## config.mk

```make
export PLATFORM = sky130hd
export DESIGN_NAME = ibex_ss_cflow_monitor
export DESIGN_NICKNAME = d
export VERILOG_FILES = /design/src/rtl/ibex_pkg.sv /design/src/rtl/ibex_ss_fifo.sv /design/src/rtl/ibex_ss_cflow_monitor.sv
export SDC_FILE = /design/constraint.sdc
export NUM_CORES = 1
export LEC_CHECK = 0
export CAP_MARGIN = 20
export CORE_ASPECT_RATIO = 1.1
export CORE_UTILIZATION = 60
export CTS_BUF_LIST = sky130_fd_sc_hd__clkbuf_8 sky130_fd_sc_hd__clkbuf_16
export CTS_CLUSTER_DIAMETER = 30
export DETAILED_ROUTE_END_ITERATION = 16
export HOLD_SLACK_MARGIN = 0.06
export PLACE_DENSITY = 0.86
export SYNTH_ARGS = -nofsm -noshare
export SYNTH_HDL_FRONTEND = slang
export SYNTH_SLANG_ARGS = --single-unit
```

## constraint.sdc

```tcl
create_clock -name clk_i -period 9.6 [get_ports clk_i]
set_clock_uncertainty 0.1 [all_clocks]
set_input_delay 1.44 -clock clk_i [delete_from_list [all_inputs] [get_ports clk_i]]
set_output_delay 1.44 -clock clk_i [all_outputs]
set_load 0.1 [all_outputs]
```

## src/rtl/ibex_pkg.sv

```systemverilog
// Shared types for the shadow-stack control-flow monitor.
package ibex_pkg;

   // Major opcodes of the uncompressed instruction forms the monitor decodes
   typedef enum logic [6:0] {
      OPCODE_JALR = 7'h67,
      OPCODE_JAL  = 7'h6f
   } opcode_e;

   // Shadow-stack operation carried by a queue entry
   typedef enum logic {
      SS_PUSH = 1'b0,
      SS_POP  = 1'b1
   } ss_op_e;

   // Pending operation: target stack address plus the pc of the originating instruction
   typedef struct packed {
      ss_op_e      op;
      logic [31:0] addr;
      logic [31:0] pc;
   } ss_entry_t;

   // Sticky fault cause reported to software
   typedef enum logic [1:0] {
      SS_FAULT_NONE     = 2'b00,
      SS_FAULT_OVERFLOW = 2'b01,
      SS_FAULT_MISMATCH = 2'b10
   } ss_fault_e;

   localparam logic [4:0] REG_RA = 5'd1;
   localparam logic [4:0] REG_T0 = 5'd5;

endpackage

```

## src/rtl/ibex_ss_fifo.sv

```systemverilog
// Pending shadow-stack op queue: up to two writes and one read per cycle.
// Port a is always written before port b when both are active.
module ibex_ss_fifo
   import ibex_pkg::*;
#(
   parameter int unsigned Depth = 4
) (
   input  logic                     clk_i,
   input  logic                     rst_ni,
   input  logic                     flush_i,
   input  logic                     wr_a_i,
   input  ss_entry_t                wdata_a_i,
   input  logic                     wr_b_i,
   input  ss_entry_t                wdata_b_i,
   input  logic                     rd_i,
   output ss_entry_t                rdata_o,
   output logic                     empty_o,
   output logic [$clog2(Depth):0]   count_o
);

   localparam int unsigned PtrW = $clog2(Depth);
   localparam int unsigned CntW = PtrW + 1;

   ss_entry_t       mem [Depth];
   logic [PtrW-1:0] wptr;
   logic [PtrW-1:0] rptr;
   logic [CntW-1:0] count;

   // Storage: entry b lands one slot after entry a when both are written
   always_ff @(posedge clk_i) begin
      if (!flush_i) begin
         if (wr_a_i) mem[wptr] <= wdata_a_i;
         if (wr_b_i) mem[wptr + PtrW'(wr_a_i)] <= wdata_b_i;
      end
   end

   // Pointers and occupancy; pointers wrap naturally since Depth is a power of 2
   always_ff @(posedge clk_i or negedge rst_ni) begin
      if (!rst_ni) begin
         wptr  <= '0;
         rptr  <= '0;
         count <= '0;
      end else if (flush_i) begin
         wptr  <= '0;
         rptr  <= '0;
         count <= '0;
      end else begin
         wptr  <= wptr + PtrW'(wr_a_i) + PtrW'(wr_b_i);
         rptr  <= rptr + PtrW'(rd_i);
         count <= count + CntW'(wr_a_i) + CntW'(wr_b_i) - CntW'(rd_i);
      end
   end

   assign rdata_o = mem[rptr];
   assign empty_o = (count == '0);
   assign count_o = count;

endmodule

```

## src/rtl/ibex_ss_cflow_monitor.sv

```systemverilog
// Control-flow monitor: turns retiring calls/returns into shadow-stack push/pop ops.
//
// state    | meaning
// ST_RUN   | accepting instructions, issuing queued ops one per cycle
// ST_FAULT | sticky fault raised; no issue, no accept, queue held until clear_i
module ibex_ss_cflow_monitor
   import ibex_pkg::*;
#(
   parameter int unsigned QueueDepth = 4,
   parameter bit          AltLinkEn  = 1'b1
) (
   input  logic        clk_i,
   input  logic        rst_ni,
   input  logic        instr_valid_i,
   output logic        instr_ready_o,
   input  logic [31:0] instr_rdata_i,
   input  logic        instr_is_compressed_i,
   input  logic [31:0] pc_i,
   input  logic [31:0] jump_target_i,
   output logic [31:0] ss_pointer_wr_o,
   output logic [31:0] ss_pointer_rd_o,
   output logic        ss_write_o,
   output logic        ss_read_o,
   input  logic        ss_error_i,
   output logic        alert_o,
   output logic [31:0] fault_pc_o,
   output logic [1:0]  fault_cause_o,
   input  logic        clear_i
);

   localparam int unsigned CntW = $clog2(QueueDepth) + 1;

   typedef enum logic {ST_RUN, ST_FAULT} state_e;

   state_e          state_q;
   logic            alert_q;
   logic [31:0]     fault_pc_q;
   ss_fault_e       cause_q;

   logic            wr_a, wr_b;
   ss_entry_t       ent_a, ent_b;
   ss_entry_t       head;
   logic            empty;
   logic [CntW-1:0] count;
   logic            accept, issue, deq, flush;

   logic [4:0]      rd, rs1;
   logic            rd_link, rs1_link, is_jal, is_jalr;
   logic [31:0]     link_addr;
   ss_entry_t       push_ent, pop_ent;
   logic            unused_instr;

   function automatic logic is_link(input logic [4:0] r);
      return (r == REG_RA) || (AltLinkEn && (r == REG_T0));
   endfunction

   assign rd        = instr_rdata_i[11:7];
   assign rs1       = instr_rdata_i[19:15];
   assign rd_link   = is_link(rd);
   assign rs1_link  = is_link(rs1);
   assign is_jal    = (instr_rdata_i[6:0] == OPCODE_JAL);
   assign is_jalr   = (instr_rdata_i[6:0] == OPCODE_JALR) && (instr_rdata_i[14:12] == 3'b000);
   assign link_addr = pc_i + (instr_is_compressed_i ? 32'd2 : 32'd4);
   assign push_ent  = '{op: SS_PUSH, addr: link_addr, pc: pc_i};
   assign pop_ent   = '{op: SS_POP, addr: jump_target_i, pc: pc_i};
   assign unused_instr = ^instr_rdata_i[31:20];

   // Ready only from the registered occupancy, so a same-cycle dequeue never earns credit
   assign instr_ready_o = (state_q == ST_RUN) && ((CntW'(QueueDepth) - count) >= CntW'(2));
   assign accept        = instr_valid_i && instr_ready_o;

   // Classify the retiring instruction into zero, one or two queue entries
   always_comb begin
      wr_a  = 1'b0;
      wr_b  = 1'b0;
      ent_a = push_ent;
      ent_b = push_ent;
      if (accept) begin
         if (is_jal && rd_link) begin
            wr_a = 1'b1;
         end else if (is_jalr) begin
            if (rd_link && !rs1_link) begin
               wr_a = 1'b1;
            end else if (!rd_link && rs1_link) begin
               wr_a  = 1'b1;
               ent_a = pop_ent;
            end else if (rd_link && rs1_link && (rd == rs1)) begin
               wr_a = 1'b1;
            end else if (rd_link && rs1_link) begin
               // Coroutine swap: return through rs1, then call with rd
               wr_a  = 1'b1;
               ent_a = pop_ent;
               wr_b  = 1'b1;
            end
         end
      end
   end

   // An erroring op stays at the head so the faulting state can be inspected
   assign issue = (state_q == ST_RUN) && !empty;
   assign deq   = issue && !ss_error_i;
   assign flush = (state_q == ST_FAULT) && clear_i;

   ibex_ss_fifo #(
      .Depth (QueueDepth)
   ) u_fifo (
      .clk_i     (clk_i),
      .rst_ni    (rst_ni),
      .flush_i   (flush),
      .wr_a_i    (wr_a),
      .wdata_a_i (ent_a),
      .wr_b_i    (wr_b),
      .wdata_b_i (ent_b),
      .rd_i      (deq),
      .rdata_o   (head),
      .empty_o   (empty),
      .count_o   (count)
   );

   assign ss_write_o      = issue && (head.op == SS_PUSH);
   assign ss_read_o       = issue && (head.op == SS_POP);
   assign ss_pointer_wr_o = ss_write_o ? head.addr : 32'h0;
   assign ss_pointer_rd_o = ss_read_o  ? head.addr : 32'h0;

   // Run/fault sequencing with the sticky fault report
   always_ff @(posedge clk_i or negedge rst_ni) begin
      if (!rst_ni) begin
         state_q    <= ST_RUN;
         alert_q    <= 1'b0;
         fault_pc_q <= 32'h0;
         cause_q    <= SS_FAULT_NONE;
      end else begin
         case (state_q)
            ST_RUN: begin
               if (issue && ss_error_i) begin
                  state_q    <= ST_FAULT;
                  alert_q    <= 1'b1;
                  fault_pc_q <= head.pc;
                  cause_q    <= (head.op == SS_PUSH) ? SS_FAULT_OVERFLOW : SS_FAULT_MISMATCH;
               end
            end
            ST_FAULT: begin
               if (clear_i) begin
                  state_q <= ST_RUN;
                  alert_q <= 1'b0;
                  cause_q <= SS_FAULT_NONE;
               end
            end
            default: state_q <= ST_RUN;
         endcase
      end
   end

   assign alert_o       = alert_q;
   assign fault_pc_o    = fault_pc_q;
   assign fault_cause_o = cause_q;

endmodule

```

==> impl_metrics.tcl <==
set metrics [dict create \
    status "completed" \
    drive_gt1_share_pct 15.7 \
    place_congestion 0.903 \
    synth_area_mm2 0.0151 \
    rr_worst_depth 14 \
    groute.usage.overall_pct 32.9 \
    switching_share_pct 44.2 \
    crit_path_top_delay_cell "clkinv_2" \
    yosys_warnings 0 \
    grt_setup_unrepaired "no" \
    power_density_mw_per_mm2 320 \
    crit_type "input pin to register" \
    cp_data_required_time_ns 9.74 \
    final_cells 1712 \
    ys_seq_elements 303 \
    hold_viol_final 0 \
    dieArea_mm2 0.0258 \
    grt_overflow 0 \
    synth.avg_cell_area_um2 12.6 \
    synth_top_family_by_area "simple AND/OR/NAND/NOR gates" \
    port_buffers 191 \
    num_antenna_cells 0 \
    cp_top_family "simple AND/OR/NAND/NOR gates" \
    tightest_slew_ns 1.05 \
    clock_path_buffers 3 \
    cellLeakagePower_nw 6.71 \
    pwr-share-clk_pct 28.9 \
    htree_levels 2 \
    clock_latency_ns 0.54 \
    drc 0 \
    synthAdderAreaFrac_pct 1.14 \
    power_frac_comb_pct 44.7 \
    vias 11400 \
    crit_chain "clkdlybuf4s50_1 -> or4b_2 -> a21oi_1 -> or2_2 -> nand2_1 -> inv_1 -> ha_1 -> xor2_1 -> or4_1 -> or3_1 -> and2_4 -> clkinv_2 -> buf_4" \
    fin_nets 1476 \
    antenna_found_initial 0 \
    grt_pass1_wl_um 64000 \
    ios 204 \
    cts_resized 0 \
    dr.pass1.iters 8 \
    synth.area.mux_share_pct 10.2 \
    cts_tree "yes" \
    place_inst 1618 \
    cts-root-buf "clkbuf_16" \
    finalSetupTns_ns 0 \
    critPathCaptureType "register" \
    drt_wl_total_um 42300 \
    grt_max_degree 66 \
    grt_pass1_vias 11600 \
    seq_area_mm2 0.00885 \
    start_util_pct 61.5 \
    max_stage_delay_ns 0.81 \
    avgRoutedWirePerCell_um 24.7 \
    synthXorXnorAreaFrac_pct 2.26 \
    cap_violations 0 \
    multiInputGateArea_mm2 0.00580 \
    synthSimpleGateAreaFrac_pct 16.7 \
    syn-num-nets 1309 \
    synthCells 1195 \
    synth_compound_area_share_pct 7.97 \
    finish.utilization_pct 77.0 \
    clock_sinks 303 \
    die_width_um 153 \
    slew_violations 0 \
    maxSlewHeadroom_pct 29.2 \
    period_needed_ns 7.06 \
    hold_depth 2 \
    critical_path_buf_inv_count 4 \
    crit_arrival_ns 7.20 \
    critical_path_depth 13 \
    rows 60 \
    ctsHoldBuffers 0 \
    hold_path.class "register to register" \
    core_area_mm2 0.0245 \
    path_clk_slew_ns 0.05 \
    dp_hpwl_um 24600 \
    synth-edff-count 256 \
    ys_async_sr_fraction_pct 14.2 \
    cts_buffers 48 \
    fp.dieH_um 168 \
    seqPwrFrac_pct 26.4 \
    drtIter0Drc 1359 \
    synthFlopType "edfxtp_1" \
    syn_to_final_growth_pct 25.3 \
    max_freq_ghz 0.142 \
    internal-power_w 0.00337 \
    viasPerCell 6.67 \
    fin_crit_sh_pct 73.6 \
    timing.final.ws_setup_ns 2.54 \
    switchingPower_w 0.00267 \
    pre_cts_slack_ns 2.23 \
    post-cts-setup-buffers 0 \
    worst_setup_path_start_kind "input pin" \
    yosysSeqAreaShare_pct 58.6 \
    crit_fanout 37 \
    ant_nets 0 \
    setup_viol 0 \
    synth.distinct_cells 52 \
    peakVddDrop_mv 0.272 \
    n_fill_cell 1392 \
]
## state kept, by name (all words and copies together), names as in the netlist
name and count:
state_q 1, u_fifo.wptr 2, u_fifo.rptr 2, u_fifo.mem 260, alert_o 1, u_fifo.count_o 3, fault_cause_o 2, fault_pc_o 32
## metal layers
layer	vias to the layer above	track usage (%)	share of wire [%]	routed length [um]
met5	-	0	0	0
met4	0	17.8	4.6	1930
met3	155	6.00	11	4570
met2	893	55.6	50	21200
met1	5513	40.5	35	14600
li1	4851	-	-	-
## path summary, 6_finish.rpt
check                           slack, ns                     endpoint                         from
max in group asynchronous            8.23     u_fifo.rptr[0]$_DFF_PN0_                       rst_ni
worst min register to register       0.37    fault_pc_o[9]$_DFFE_PN0P_    fault_pc_o[9]$_DFFE_PN0P_
worst max-delay path                 2.54  u_fifo.mem[0][26]$_DFFE_PP_            instr_rdata_i[16]
worst max register to register       3.16  u_fifo.mem[0][26]$_DFFE_PP_  u_fifo.count_o[1]$_DFF_PN0_
min in group asynchronous            0.68    fault_pc_o[6]$_DFFE_PN0P_                       rst_ni
worst min-delay path                 0.37    fault_pc_o[9]$_DFFE_PN0P_    fault_pc_o[9]$_DFFE_PN0P_
## area by class of cell
cell class                 instances  share of cell area (%)
multi-input combinational        782                    30.7
sequential                       303                    46.8
tap                              310                    2.05
timing repair buffer             211                    11.3
clock buffer                      49                    6.49
inverter                          16                   0.338
clock inverter                    41                    2.30
## through the flow
step | power [W] | area, um^2 | hold WS (ns)
2_1_floorplan | 0.00370 | 15100 | 0.336
3_3_place_gp | 0.00424 | 17100 | 0.355
3_5_place_dp | 0.00430 | 17100 | 0.356
4_1_cts | 0.00605 | 18800 | 0.374
5_1_grt | 0.00622 | 18900 | 0.400
6_report | 0.00604 | 18900 | 0.368
## power by group through the flow
stage / clock, W / sequential (W) / combinational [W]
finish: 0.00175 / 0.00160 / 0.00270
global route: 0.00181 / 0.00161 / 0.00279
CTS: 0.00175 / 0.00160 / 0.00270
detailed placement: 0 / 0.00162 / 0.00268
global placement: 0 / 0.00162 / 0.00262
floorplan: 0 / 0.00208 / 0.00162
## cell families after synthesis
| kind of cell | count (synthesis) |
|---|---|
| AOI/OAI and AO/OA | 191 |
| xor gates and xnor gates | 39 |
| adders and majority gates | 12 |
| buffers and inverters | 110 |
| DFF | 303 |
| muxes | 72 |
| and+or+nand+nor | 468 |
## placed cells by master (no fill, tap or decap), types with 35 or more instances in the layout
master           netlist  routed
nor2b_1               62      62
clkbuf_16              0      49
nand2_1              157     156
clkdlybuf4s50_1        0     190
nor2_1                37      35
o22ai_1              103     103
and3_1                38      38
and2_1                73      71
dfrtp_1               43      41
edfxtp_1             256     256
mux4_2                65      65
## synthesized netlist by cell type (4+ instances only)
cell / number / area (um^2)
dfrtp_1: 43 / 1080
nor3_1: 8 / 40.0
inv_1: 16 / 60.1
mux2_2: 4 / 45.0
a21oi_1: 23 / 115
buf_2: 20 / 100
xnor2_1: 20 / 175
nor2_1: 37 / 139
nand4_1: 13 / 81.3
nand4b_1: 7 / 61.3
o21ai_0: 24 / 120
mux4_2: 65 / 1460
nand3_1: 20 / 100
or3_1: 10 / 62.6
a41oi_1: 10 / 87.6
buf_1: 11 / 41.3
and2_1: 73 / 457
edfxtp_1: 256 / 7690
nor2b_2: 26 / 228
clkbuf_1: 60 / 225
dfxtp_1: 4 / 80.1
and3_1: 38 / 238
ha_1: 9 / 113
nand2_1: 157 / 589
a2bb2oi_1: 5 / 43.8
xor2_1: 19 / 166
a31oi_1: 12 / 75.1
nor2b_1: 62 / 388
o22ai_1: 103 / 644
## worst min-delay path: stages (launching register included)
cell,delay (ns)
dfrtp_1,0.33
nand2_1,0.05
nand2_1,0.05
Note: power is estimated with default switching activity, not from simulation.
